==> src/rtl/pipe_hazard_ctrl.sv <==
// Pipeline hazard control: load-use stall, branch flush, mult/div handshake.
// Optional HAZARD_STATS_EN adds saturating stall/flush cycle counters.
module pipe_hazard_ctrl #(
    parameter int MD_TIMEOUT = 64,
    parameter int RW         = 5
) (
    input  logic          clock,
    input  logic          reset_n,
    input  logic [RW-1:0] ifid_rs,
    input  logic [RW-1:0] ifid_rt,
    input  logic          ifid_uses_rt,
    input  logic          idex_memread,
    input  logic [RW-1:0] idex_rt,
    input  logic          branch_taken,
    input  logic          md_start,
    input  logic          md_done,
    output logic          hazard_hold,
    output logic          pc_write,
    output logic          idex_bubble,
    output logic          ifid_flush,
    output logic          md_go,
    output logic          md_error
`ifdef HAZARD_STATS_EN
    ,
    output logic [31:0]   stall_cycles,
    output logic [15:0]   flush_cycles
`endif
);

    localparam int CW = (MD_TIMEOUT > 2) ? $clog2(MD_TIMEOUT) : 1;
    localparam logic [CW-1:0] LAST = CW'(MD_TIMEOUT - 1);

    typedef enum logic {
        RUN,
        MD_WAIT
    } state_t;

    state_t        state;
    state_t        state_nxt;
    logic [CW-1:0] cnt;
    logic          lu;
    logic          expired;

    assign lu = idex_memread && (idex_rt != '0) &&
                ((idex_rt == ifid_rs) ||
                 (ifid_uses_rt && (idex_rt == ifid_rt)));

    // md_done wins over a coincident timeout: no error in that case
    assign expired = (state == MD_WAIT) && (cnt == LAST) && !md_done;

    always_comb begin
        state_nxt   = state;
        hazard_hold = 1'b0;
        pc_write    = 1'b1;
        idex_bubble = 1'b0;
        ifid_flush  = 1'b0;
        md_go       = 1'b0;
        if (!reset_n) begin
            state_nxt   = RUN;
            hazard_hold = 1'b1;
            pc_write    = 1'b0;
            idex_bubble = 1'b1;
        end else begin
            unique case (state)
                RUN: begin
                    if (lu) begin
                        hazard_hold = 1'b1;
                        pc_write    = 1'b0;
                        idex_bubble = 1'b1;
                    end else if (md_start) begin
                        md_go       = 1'b1;
                        hazard_hold = 1'b1;
                        pc_write    = 1'b0;
                        idex_bubble = 1'b1;
                        state_nxt   = MD_WAIT;
                    end else if (branch_taken) begin
                        ifid_flush  = 1'b1;
                    end
                end
                MD_WAIT: begin
                    if (md_done || expired) begin
                        state_nxt   = RUN;
                    end else begin
                        hazard_hold = 1'b1;
                        pc_write    = 1'b0;
                        idex_bubble = 1'b1;
                    end
                end
                default: state_nxt = RUN;
            endcase
        end
    end

    always_ff @(posedge clock or negedge reset_n) begin
        if (!reset_n) begin
            state    <= RUN;
            cnt      <= '0;
            md_error <= 1'b0;
        end else begin
            state <= state_nxt;
            if (md_go) begin
                cnt <= '0;
            end else if (state == MD_WAIT) begin
                cnt <= cnt + 1'b1;
            end
            if (expired) begin
                md_error <= 1'b1;
            end
        end
    end

`ifdef HAZARD_STATS_EN
    always_ff @(posedge clock or negedge reset_n) begin
        if (!reset_n) begin
            stall_cycles <= '0;
            flush_cycles <= '0;
        end else begin
            if (hazard_hold && !(&stall_cycles)) begin
                stall_cycles <= stall_cycles + 1'b1;
            end
            if (ifid_flush && !(&flush_cycles)) begin
                flush_cycles <= flush_cycles + 1'b1;
            end
        end
    end
`endif

endmodule

==> config.mk <==
export PLATFORM = sky130hd
export DESIGN_NAME = pipe_hazard_ctrl
export DESIGN_NICKNAME = d
export VERILOG_FILES = /design/src/rtl/pipe_hazard_ctrl.sv
export SDC_FILE = /design/constraint.sdc
export NUM_CORES = 1
export LEC_CHECK = 0
export CAP_MARGIN = 20
export CORE_MARGIN = 8
export CORE_UTILIZATION = 42
export DETAILED_ROUTE_END_ITERATION = 8
export HOLD_SLACK_MARGIN = 0.03
export PLACE_DENSITY = 0.83
export SYNTH_ARGS = -nofsm -noshare
export SYNTH_HDL_FRONTEND = slang
export SYNTH_SLANG_ARGS = --single-unit
==> constraint.sdc <==
create_clock -name clock -period 3.5 [get_ports clock]
set_input_delay 0.7 -clock clock [delete_from_list [all_inputs] [get_ports clock]]
set_output_delay 0.7 -clock clock [all_outputs]
set_load 0.03 [all_outputs]
==> results.md, run 1 <==
* YS warnings at 0
* Drt total wl at 1490 um
* EDFF count, synth at 0
* Final Skew at 0.218 ps
* Max Clock Freq at 296 MHz
* Root buffer cell: clkbuf_4
* Post-CTS Hold Buffers at 0
* Area contributors post-synth: dfrtp_1 35%, xnor2_1 18%, nor2_1 6.5%
* Worst R2R Setup Slack at 2160 ps
* Initial antenna violation count at 0
* Critical Path Sink Type: primary output
* Cells after Synth at 63
* Worst-margin pin slew at 410 ps
* Largest net degree at the start of global routing at 14
* Core area at 1280 um2
* Crit Path Max Fanout at 3
* Status: finished clean
* CP Data Arrival Time at 2680 ps
* Post-DP HPWL at 1320 um
* Number of global-route vias before repair at 580
* Reg2Reg Depth at 4
* Total power at 305 uW
* Post-synth ARST share at 100%
* Routed Antenna Nets at 0
* RSZ-0062 raised after global routing: false
* Avg Cell Area, Syn at 9.14 um2
* PortBufs at 27
* Avg Vias per Cell at 5.31
* Hold Vio Cnt, Final at 0
* Cell area after synthesis at 576 um2
* Clk slew on worst S/H paths at 50 ps
* Via Count at 573
* Hold Path Stages at 1
* Slew headroom at 72.7%
* Initial Util at 44.8%
* Commonest non-fill, non-tap cell in the layout: clkdlybuf4s50_1
* H-tree levels at 1
* GPL Wtd Cong at 0.668
* Most frequent cells in the layout: 24 x clkdlybuf4s50_1, 12 x xnor2_1, 10 x nor2_1
* Worst Hold Class: reg -> reg
* Register area share after synthesis at 34.8%
* Die Span X at 53.0 um
* Setup TNS at 0 ps
* Worst-Skew Late Latency at 260 ps
* Yosys top cell by area: dfrtp_1
* Dominant synthesized flop cell: dfrtp_1
* CTS buffer count at 3
* Max-cap violations at 0
* Lkg Pwr at 0.354 nW
* Peak VDD IR at 257 uV
* WL/cell at 13.8 um
* CTS max path bufs at 2
* Die height at 53.0 um
* Iteration-0 DRC Markers at 5
* I/O pin count at 28
* Syn_nets at 86
* First-pass GRT wire length at 2460 um
* Period utilization at 96.4%
* Pwr per Cell Area at 342 nW/um2
* GRT Residual Overflow at 0
* Antenna cells at 0
* Remaining DRCs at 0
* Finish-stage setup viols at 0
* CTS tree: built
* Synthesized flop and latch total at 8
* Die area at 2810 um2
* Pre-Repair DR Iteration Count at 6
* Area share of the largest cell type after synthesis at 34.8%
* Share of layout cells above drive strength 1 at 9.68%
* Post-CTS Setup Repair Bufs at 0
* NumNets Final at 118
* Startpoint types: input port
* Fin util at 69.3%
* Final Critical Period at 3380 ps
* Core Rows at 13
* Setup CP Type: in -> out
* CTS Sinks at 8
* Area Growth Syn to Fin at 54.8%
* Slew Viols, Final at 0
* Gr usage total at 11.8%
* Worst Path Required at 2800 ps
* Yosys cell types at 23
[state kept, by name, indices dropped and copies added (netlist names)]
signal / cells
cnt: 6
md_error: 1
state: 1
[synth_stat cells, types with 2 or more instances]
cell type and n:
a31o_1 2, a31oi_1 2, and3_1 2, dfrtp_1 8, nand2_1 6, nand3_1 4, nand4_1 2, nor2_1 10
nor3_2 2, xnor2_1 12
[power by group]
group / internal [mW] / switching (mW)
registers: 0.109 / 0.0172
clock network: 0.0393 / 0.0324
logic: 0.0586 / 0.0485
[final cells by class]
type / instances / area, um2
flip-flops and latches: 8 / 200
clock buffers: 3 / 22.5
fillers: 102 / 394
multi-input cells: 53 / 364
well taps: 15 / 18.8
repair buffers: 29 / 285
[timing repair]
item	4_1_cts	5_1_grt
setup endpoints to repair	2	1
cloned	0	0
endpoints found under the hold margin	0	0
resized for setup	2	1
[worst max-delay path: stages]
cell and delay, ps:
clkdlybuf4s50_1 530, xnor2_1 140, nand3_1 110, o22ai_2 240, nand3_1 150, and4_1 210, clkdlybuf4s50_1 590
[cells by family (layout without fill, tap and decap cells)]
| logic type | count (synthesis) | count (layout) | synth area share [%] |
|---|---|---|---|
| buf+inv | 2 | 32 | 1.96 |
| flops | 8 | 8 | 34.8 |
| mux | 1 | 1 | 1.74 |
| compound gates | 9 | 9 | 14.1 |
| fa+ha+maj | 1 | 1 | 2.17 |
| simple gates | 29 | 29 | 25.4 |
| xor+xnor | 13 | 13 | 19.8 |
[path summary, 6_finish.rpt]
| check | from | end |
|---|---|---|
| max | idex_rt[0] | ifid_flush |
| min | md_error | md_error |
| max reg2reg | state | cnt[0] |
| min reg2reg | md_error | md_error |
| max in group asynchronous | reset_n | cnt[0] |
| min in group asynchronous | reset_n | cnt[3] |
[layer usage]
layer | GRT usage [%] | up-vias | wire (um)
li1 | - | 282 | -
met1 | 11.4 | 256 | 560
met2 | 19.7 | 30 | 752
met3 | 4.76 | 5 | 133
met4 | 9.05 | 0 | 46
met5 | 0 | - | 0
[metrics by stage]
step	cells	instance area, um2	worst slack (ps)	hold WS, ps
final	108	891	124	481
after global routing	108	891	7.80	507
after CTS	108	888	92.7	485
after detailed placement	105	868	-43.5	470
after global placement	105	868	28.3	460
after floorplan	63	576	602	404
Power figures use the tool's default switching activity.
==> inputs of run 2 (changes only) <==
--- a/config.mk
+++ b/config.mk
@@ -7,10 +7,11 @@
 export LEC_CHECK = 0
 export CAP_MARGIN = 20
 export CORE_MARGIN = 8
-export CORE_UTILIZATION = 42
+export CORE_UTILIZATION = 44
+export CTS_BUF_LIST = sky130_fd_sc_hd__clkbuf_4 sky130_fd_sc_hd__clkbuf_8
 export DETAILED_ROUTE_END_ITERATION = 8
 export HOLD_SLACK_MARGIN = 0.03
-export PLACE_DENSITY = 0.83
+export PLACE_DENSITY = 0.86
 export SYNTH_ARGS = -nofsm -noshare
 export SYNTH_HDL_FRONTEND = slang
 export SYNTH_SLANG_ARGS = --single-unit
==> results.md, run 2 (synthesis results as in run 1) <==
* Most frequent cells in the layout: 25 x clkdlybuf4s50_1, 12 x xnor2_1, 10 x nor2_1 (was 24 x clkdlybuf4s50_1, 12 x xnor2_1, 10 x nor2_1)
* Filler cells at 103 (was 102)
* Die Span X at 52.2 um (was 53.0 um)
* Pre-Repair DR Iteration Count at 1 (was 6)
* Post-CTS Resized at 0 (was 2)
* Setup TNS at 0 ps (unchanged)
* Slowest Stage Delay on Critical Path at 590 ps (about the same)
* Initial Util at 45.4% (was 44.8%)
* Pwr per Cell Area at 343 nW/um2 (was 342 nW/um2)
* Most flop-heavy register: cnt (unchanged)
* Antenna cells at 0 (unchanged)
* Setup CP Type: in -> out (unchanged)
* Avg Vias per Cell at 5.16 (was 5.31)
* I/O pin count at 28 (unchanged)
* First-pass GRT wire length at 2360 um (was 2460 um)
* Worst Path Required at 2800 ps (about the same)
* NumNets Final at 118 (unchanged)
* Max-cap violations at 0 (unchanged)
* Core area at 1270 um2 (was 1280 um2)
* CTS max path bufs at 2 (unchanged)
* Area Growth Syn to Fin at 53.9% (was 54.8%)
* GPL Wtd Cong at 0.680 (was 0.668)
* Max Clock Freq at 295 MHz (was 296 MHz)
* Max reg flops at 6 (unchanged)
* Final Skew at 6.07 ps (was 0.218 ps)
* Slew Viols, Final at 0 (unchanged)
* H-tree levels at 1 (unchanged)
* Post-CTS Hold Buffers at 0 (unchanged)
* Peak VDD IR at 188 uV (was 257 uV)
* Largest net degree at the start of global routing at 14 (unchanged)
* CTS buffer count at 3 (unchanged)
* CTS Sinks at 8 (unchanged)
* Drt total wl at 1360 um (was 1490 um)
* Hold Vio Cnt, Final at 0 (unchanged)
* Clk slew on worst S/H paths at 50 ps (about the same)
* Crit Path Max Fanout at 3 (unchanged)
* Total power at 304 uW (was 305 uW)
* Iteration-0 DRC Markers at 0 (was 5)
* Status: finished clean (unchanged)
* Critical-path cell list: clkdlybuf4s50_1, xnor2_1, nand3_1, o22ai_2, nand3_1, a31o_1, clkdlybuf4s50_1 (was clkdlybuf4s50_1, xnor2_1, nand3_1, o22ai_2, nand3_1, and4_1, clkdlybuf4s50_1)
* WL/cell at 12.6 um (was 13.8 um)
* GRT Residual Overflow at 0 (unchanged)
* Remaining DRCs at 0 (unchanged)
* Post-CTS Setup Repair Bufs at 0 (unchanged)
* Lkg Pwr at 0.342 nW (was 0.354 nW)
* Slew headroom at 74.0% (was 72.7%)
* Share of layout cells above drive strength 1 at 11.8% (was 9.68%)
* Via Count at 557 (was 573)
* Worst-Skew Late Latency at 260 ps (about the same)
* Commonest non-fill, non-tap cell in the layout: clkdlybuf4s50_1 (unchanged)
* Post-DP HPWL at 1200 um (was 1320 um)
* Final Critical Period at 3400 ps (was 3380 ps)
* RSZ-0062 raised after global routing: false (unchanged)
* CTS tree: built (unchanged)
* CP max stage cell: clkdlybuf4s50_1 (unchanged)
* Finish-stage setup viols at 0 (unchanged)
* Core Rows at 13 (unchanged)
* Initial antenna violation count at 0 (unchanged)
* CP Data Arrival Time at 2700 ps (was 2680 ps)
* Top flop regs: cnt (6), md_error (1), state (1) (unchanged)
* Worst-margin pin slew at 390 ps (was 410 ps)
* Startpoint types: input port (unchanged)
* Period utilization at 97.0% (was 96.4%)
* PortBufs at 27 (unchanged)
* Number of global-route vias before repair at 590 (was 580)
* Minimum hold slack at 473 ps (was 481 ps)
* Root buffer cell: clkbuf_4 (unchanged)
* Die area at 2720 um2 (was 2810 um2)
* Routed Antenna Nets at 0 (unchanged)
* Critical Path Sink Type: primary output (unchanged)
* Gr usage total at 11.7% (was 11.8%)
* Die height at 52.2 um (was 53.0 um)
* Worst Hold Class: reg -> reg (unchanged)
==> run 2: critical path: cells and delay by family <==
kind                   cells  cell delay [ps]
AO/OA/AOI/OAI              2              470
XOR/XNOR                   1              140
buffers and inverters      2             1140
AND/OR/NAND/NOR            2              260
==> run 2: per-layer routing <==
metal  global-route usage [%]  vias to the layer above  part of all wire, %
li1                         -                      284                    -
met1                     10.3                      246                   38
met2                     19.6                       23                   52
met3                     4.84                        4                  6.7
met4                     10.8                        0                  3.8
met5                        0                        -                    0
==> run 2: worst paths after layout <==
kind / start / to / slack [ps] / depth (start not counted)
worst max-delay path: idex_rt[4] / pc_write / 100 / 7
worst min-delay path: md_error / md_error / 470 / 1
worst max register to register: cnt[0] / state / 2190 / 5
worst min register to register: md_error / md_error / 470 / 1
max in group asynchronous: reset_n / cnt[0] / 2470 / 2
min in group asynchronous: reset_n / cnt[2] / 900 / 2
==> run 2: stage by stage <==
step,instance area (um2),setup slack [ps],cells,utilization [%]
3_5_place_dp,863,86.3,105,68.0
5_1_grt,886,13.8,108,69.8
4_1_cts,886,86.3,108,69.8
2_1_floorplan,576,602,63,-
6_report,886,105,108,69.8
3_3_place_gp,863,134,105,68.0
==> run 2: report_power, final <==
group          switching, mW  internal [mW]
Sequential            0.0182          0.109
Clock                 0.0306         0.0392
Combinational         0.0480         0.0593
Total                 0.0967          0.207
==> run 2: area by class of cell <==
type | count | area, um2 | share of cell area (%)
tap | 15 | 18.8 | 2.12
clock buffer | 3 | 22.5 | 2.54
timing repair buffer | 29 | 280 | 31.6
multi-input combinational | 53 | 364 | 41.1
sequential | 8 | 200 | 22.6
==> inputs of run 3 (changes only) <==
--- a/config.mk
+++ b/config.mk
@@ -5,10 +5,10 @@
 export SDC_FILE = /design/constraint.sdc
 export NUM_CORES = 1
 export LEC_CHECK = 0
-export CAP_MARGIN = 20
 export CORE_MARGIN = 8
 export CORE_UTILIZATION = 44
 export CTS_BUF_LIST = sky130_fd_sc_hd__clkbuf_4 sky130_fd_sc_hd__clkbuf_8
+export CTS_CLUSTER_SIZE = 20
 export DETAILED_ROUTE_END_ITERATION = 8
 export HOLD_SLACK_MARGIN = 0.03
 export PLACE_DENSITY = 0.86
==> results of run 3 <==
No change in the layout: final DEF, timing and power equal those of run 2.
==> edit 1, RTL diff (flow settings as in run 3) <==
Put a register stage on the output `idex_bubble`. The value now appears one clock later. The other outputs are not delayed to match.
--- a/src/rtl/pipe_hazard_ctrl.sv
+++ b/src/rtl/pipe_hazard_ctrl.sv
@@ -37,2 +37,4 @@
 
+    logic idex_bubble_d;
+
     state_t        state;
@@ -54,3 +56,3 @@
         pc_write    = 1'b1;
-        idex_bubble = 1'b0;
+        idex_bubble_d = 1'b0;
         ifid_flush  = 1'b0;
@@ -61,3 +63,3 @@
             pc_write    = 1'b0;
-            idex_bubble = 1'b1;
+            idex_bubble_d = 1'b1;
         end else begin
@@ -68,3 +70,3 @@
                         pc_write    = 1'b0;
-                        idex_bubble = 1'b1;
+                        idex_bubble_d = 1'b1;
                     end else if (md_start) begin
@@ -73,3 +75,3 @@
                         pc_write    = 1'b0;
-                        idex_bubble = 1'b1;
+                        idex_bubble_d = 1'b1;
                         state_nxt   = MD_WAIT;
@@ -85,3 +87,3 @@
                         pc_write    = 1'b0;
-                        idex_bubble = 1'b1;
+                        idex_bubble_d = 1'b1;
                     end
@@ -127,2 +129,6 @@
 
+    always_ff @(posedge clock) begin
+        idex_bubble <= idex_bubble_d;
+    end
+
 endmodule
Behaviour: not the same (a bounded check fails within 4 cycles, from zero or initial values and one cycle with reset_n low).
==> edit 1 against run 3 <==
- cell count is 2.8% higher
- clock power up 26%
- routed wire length is 11% higher
- sequential share of layout area up 1.1 points
- final area increased by 4.8%
- total power up 10%
- global-route usage grew 0.84 points
- non-clock buffer count is 1 higher
- sequential cell count rose by 1
- setup slack better by 0.065 ns
- clock skew up 0.0055 ns
- area after synthesis increased by 2.2%
- highest routed layer unchanged
==> edit 1: results (changes against run 3) <==
status -> finished, final reports clean (unchanged)
FF-to-FF path depth -> 4 (was 5)
Iteration-0 DRC Markers -> 15 (was 0)
clk_skew -> 0.0116 ns (was 0.00607 ns)
GRT met2 Usage -> 22.7% (was 19.6%)
CP max FO -> 3 (unchanged)
DP Worst Slack -> 0.0505 ns (was 0.0863 ns)
Worst slew margin -> 72.4% (was 74.0%)
Leak -> 0.000364 uW (was 0.000342 uW)
Detailed Routing Iterations Pass 1 -> 4 (was 1)
post_cts resized -> 0 (unchanged)
layout cell share with drive strength beyond 1 -> 11.5% (was 11.8%)
top cells by area, synth -> dfrtp_1, xnor2_1, nor2_1 (unchanged)
first-pass GRT wire length -> 2620 um (was 2360 um)
Post-synth ARST share -> 88.9% (was 100%)
Hold Slack -> 0.488 ns (was 0.473 ns)
Placer Congestion -> 0.790 (was 0.680)
hpwl dp -> 1270 um (was 1200 um)
GR Layer Usage met3 -> 4.83% (was 4.84%)
routed vias/inst -> 5.27 (was 5.16)
clock slew at reported path FFs -> 0.07 ns (was 0.05 ns)
RR Startpoint -> state$_DFF_PN0_ (was cnt[0]$_DFFE_PN0P_)
sequential area share after synthesis -> 37.4% (was 34.8%)
WL final -> 1520 um (was 1360 um)
vias in the first global route -> 622 (was 590)
r2r setup slk -> 2.14 ns (was 2.19 ns)
final net count -> 120 (was 118)
met1 Usage GRT -> 11.2% (was 10.3%)
Arr. time, crit path -> 2.63 ns (was 2.70 ns)
Total GRT Usage -> 12.5% (was 11.7%)
edit 1: changes by cell type after synthesis:
cell	change
buf_4	-1
dfxtp_1	+1
edit 1: where the power goes:
part	switching [uW]	total, uW	internal [uW]
clock	36.3	87.8	51.6
sequential	18.0	139	121
combinational	47.5	108	60.7
total	102	335	233
edit 1: worst max-delay path by stage:
stage | startpoint | to | slack (ns) | cells after the start
final | idex_rt[0] | pc_write | 0.17 | 7
after detailed placement | idex_rt[0] | hazard_hold | 0.05 | 7
after CTS | idex_rt[0] | hazard_hold | 0.02 | 7
after floorplan | idex_rt[4] | hazard_hold | 0.90 | 5
after global placement | idex_rt[0] | hazard_hold | 0.11 | 7
after global routing | idex_rt[2] | pc_write | 0.01 | 7
edit 1: metrics by stage:
stage,utilization [%],cell area [um^2],total power (uW),cells
detailed placement,70.6,896,251,107
floorplan,-,588,197,63
global placement,70.6,896,245,107
CTS,73.0,926,339,111
finish,73.2,928,335,111
global route,73.2,928,357,111
edit 1: cell families after synthesis:
logic type	Yosys count	synth area share, %
AND/OR/NAND/NOR	29	24.9
XOR/XNOR	13	19.4
AO/OA/AOI/OAI	9	13.8
flip-flops	9	37.4
buffers and inverters	1	0.638
multiplexers	1	1.70
adder cells (fa/ha/maj)	1	2.13
edit 1: area by class of cell:
cell class,count,area (um^2)
repair buffers,30,295
well taps,15,18.8
multi-input cells,53,364
flip-flops and latches,9,220
fillers,105,340
clock buffers,4,30.0
edit 1: critical path, delay by kind of cell:
family          cells  cell delay [ns]
simple gates        2             0.25
xor+xnor            1             0.13
buf+inv             2             1.12
compound gates      2             0.42
edit 1: per-layer routing:
| metal | routed length, um | part of all wire [%] |
|---|---|---|
| met2 | 793 | 52 |
| met5 | 0 | 0 |
| met3 | 146 | 9.6 |
| met1 | 566 | 37 |
| met4 | 10 | 0.66 |
==> edit 2, RTL diff (flow settings as in run 3) <==
Made on the original files. Build with the macro `HAZARD_STATS_EN` defined.
--- a/src/rtl/pipe_hazard_ctrl.sv
+++ b/src/rtl/pipe_hazard_ctrl.sv
@@ -2,2 +2,4 @@
 // Optional HAZARD_STATS_EN adds saturating stall/flush cycle counters.
+`define HAZARD_STATS_EN
+
 module pipe_hazard_ctrl #(
Function (old outputs only; new: flush_cycles and stall_cycles): kept (Yosys induction, for registers that start in step).
==> edit 2 against run 3 <==
- non-clock buffer count is 52 higher
- count of clock-buffer cells in the layout is 3 higher
- highest routed layer unchanged
- sequential cell count up 48
- setup slack improved by 0.029 ns
- synthesized cell count grew to 4.6 times the old value
- clock skew rose by 0.0026 ns
- global-route usage is 3.4 points higher
- total power rose to 6.6 times the old value
- routed wire length rose to 5.3 times the old value
- clock power rose to 5.2 times the old value
- final area rose to 4.4 times the old value
- cell count rose to 4.2 times the old value
- area after synthesis grew to 5.2 times the old value
- hold slack got worse by 0.21 ns
==> edit 2: results (changes against run 3) <==
status -> finished, final reports clean (unchanged)
clock slew at reported path FFs -> 0.10 ns (was 0.05 ns)
hpwl dp -> 5580 um (was 1200 um)
placed cells -> 443 (was 105)
WL final -> 7220 um (was 1360 um)
# clk buffers -> 6 (was 3)
routed vias/inst -> 5.38 (was 5.16)
GRT met2 Usage -> 25.5% (was 19.6%)
non-clock buffer count -> 81 (was 29)
root buf cell -> clkbuf_8 (was clkbuf_4)
FF-to-FF path depth -> 6 (was 5)
clock tree sinks -> 56 (was 8)
Met2 Wirelength -> 3750 um (was 703 um)
GR Layer Usage met3 -> 2.63% (was 4.84%)
Leak -> 0.00170 uW (was 0.000342 uW)
final net count -> 395 (was 118)
#MultiIn Comb -> 218 (was 53)
met1 Usage GRT -> 18.5% (was 10.3%)
Detailed Routing Iterations Pass 1 -> 4 (was 1)
worst slew pin tran -> 0.600 ns (was 0.390 ns)
sequential area share after synthesis -> 47.0% (was 34.8%)
fillers -> 568 (was 103)
clk tree area frac -> 2.19% (was 2.54%)
Arr. time, crit path -> 2.67 ns (was 2.70 ns)
r2r setup slk -> 0.79 ns (was 2.19 ns)
first-pass GRT wire length -> 12000 um (was 2360 um)
clk_skew -> 0.00869 ns (was 0.00607 ns)
Met3 Wirelength -> 221 um (was 91 um)
Critical Path Source -> idex_rt[3] (was idex_rt[4])
Mean Syn Cell Area -> 10.2 um^2 (was 9.14 um^2)
Power Internal -> 1210 uW (was 207 uW)
Worst setup endpoint -> hazard_hold (was pc_write)
# port buffers -> 75 (was 27)
H-tree depth -> 2 (was 1)
peak supply drop -> 0.000400 V (was 0.000188 V)
vias in the first global route -> 2397 (was 590)
FF-to-FF End -> stall_cycles[1]$_DFFE_PN0P_ (was state$_DFF_PN0_)
Regs by FF count -> stall_cycles: 32 flops, flush_cycles: 16 flops, cnt: 6 flops (was cnt: 6 flops, md_error: 1 flops, state: 1 flops)
CP max FO -> 6 (was 3)
worst min-delay path class -> primary input to asynchronous set/reset pin (was flip-flop to flip-flop)
TritonCTS buffer count -> 5 (was 3)
Yosys cell types -> 40 (was 23)
RR Startpoint -> stall_cycles[10]$_DFFE_PN0P_ (was cnt[0]$_DFFE_PN0P_)
Post-synth ARST share -> 100% (unchanged)
layout cell share with drive strength beyond 1 -> 10.3% (was 11.8%)
largest net degree at the start of global routing -> 32 (was 14)
routed length per placed instance -> 16.0 um (was 12.6 um)
fraction of area in multi-input gates -> 38.3% (was 41.1%)
slowest stage delay, CP -> 0.47 ns (was 0.59 ns)
Total GRT Usage -> 15.1% (was 11.7%)
Reg with most FFs -> stall_cycles (was cnt)
top cells by area, synth -> dfrtp_1, xor2_1, nand2_1 (was dfrtp_1, xnor2_1, nor2_1)
NonClk Buf Share -> 20.1% (was 31.6%)
Post-synth top cells -> dfrtp_1, xor2_1, nand2_1 (was xnor2_1, nor2_1, dfrtp_1)
Iteration-0 DRC Markers -> 70 (was 0)
metal1 wirelength -> 3100 um (was 513 um)
sequential cell area share -> 36.0% (was 22.6%)
Placer Congestion -> 0.775 (was 0.680)
-- edit 2: stage by stage --
| step | hold WS, ns | total power (uW) | setup WS, ns | instance area, um^2 |
|---|---|---|---|---|
| finish | 0.266 | 2010 | 0.134 | 3890 |
| global route | 0.281 | 2110 | 0.0280 | 3890 |
| CTS | 0.280 | 2020 | 0.0537 | 3890 |
| detailed placement | 0.464 | 1660 | 0.0563 | 3800 |
| global placement | 0.472 | 1640 | 0.127 | 3800 |
| floorplan | 0.404 | 1330 | 0.542 | 2980 |
-- edit 2: cells by family after synthesis --
logic type	count (synthesis)	share of synthesized area (%)
AO/OA/AOI/OAI	11	2.90
adder cells (fa/ha/maj)	3	1.26
buffers and inverters	17	3.02
XOR/XNOR	60	17.6
flip-flops	56	47.0
multiplexers	2	0.756
AND/OR/NAND/NOR	142	27.4
-- edit 2: timing repair --
action                     4_1_cts  5_1_grt
gates resized for setup          0        1
hold buffers                     0        0
setup endpoints to repair        0        1
-- edit 2: worst min path at each step --
stage	depth (start not counted)	to	slack [ns]	startpoint
global placement	1	md_error$_DFFE_PN0P_	0.47	md_error$_DFFE_PN0P_
detailed placement	1	md_error$_DFFE_PN0P_	0.46	md_error$_DFFE_PN0P_
finish	1	cnt[4]$_DFFE_PN0P_	0.27	reset_n
floorplan	0	cnt[0]$_DFFE_PN0P_	0.40	reset_n
global route	1	cnt[4]$_DFFE_PN0P_	0.28	reset_n
CTS	1	cnt[3]$_DFFE_PN0P_	0.28	reset_n
-- edit 2: power by group through the flow --
stage	combinational (uW)	sequential, uW	clock (uW)
finish	736	909	362
global route	786	930	392
CTS	743	908	366
detailed placement	740	920	0
global placement	725	913	0
floorplan	238	1090	0
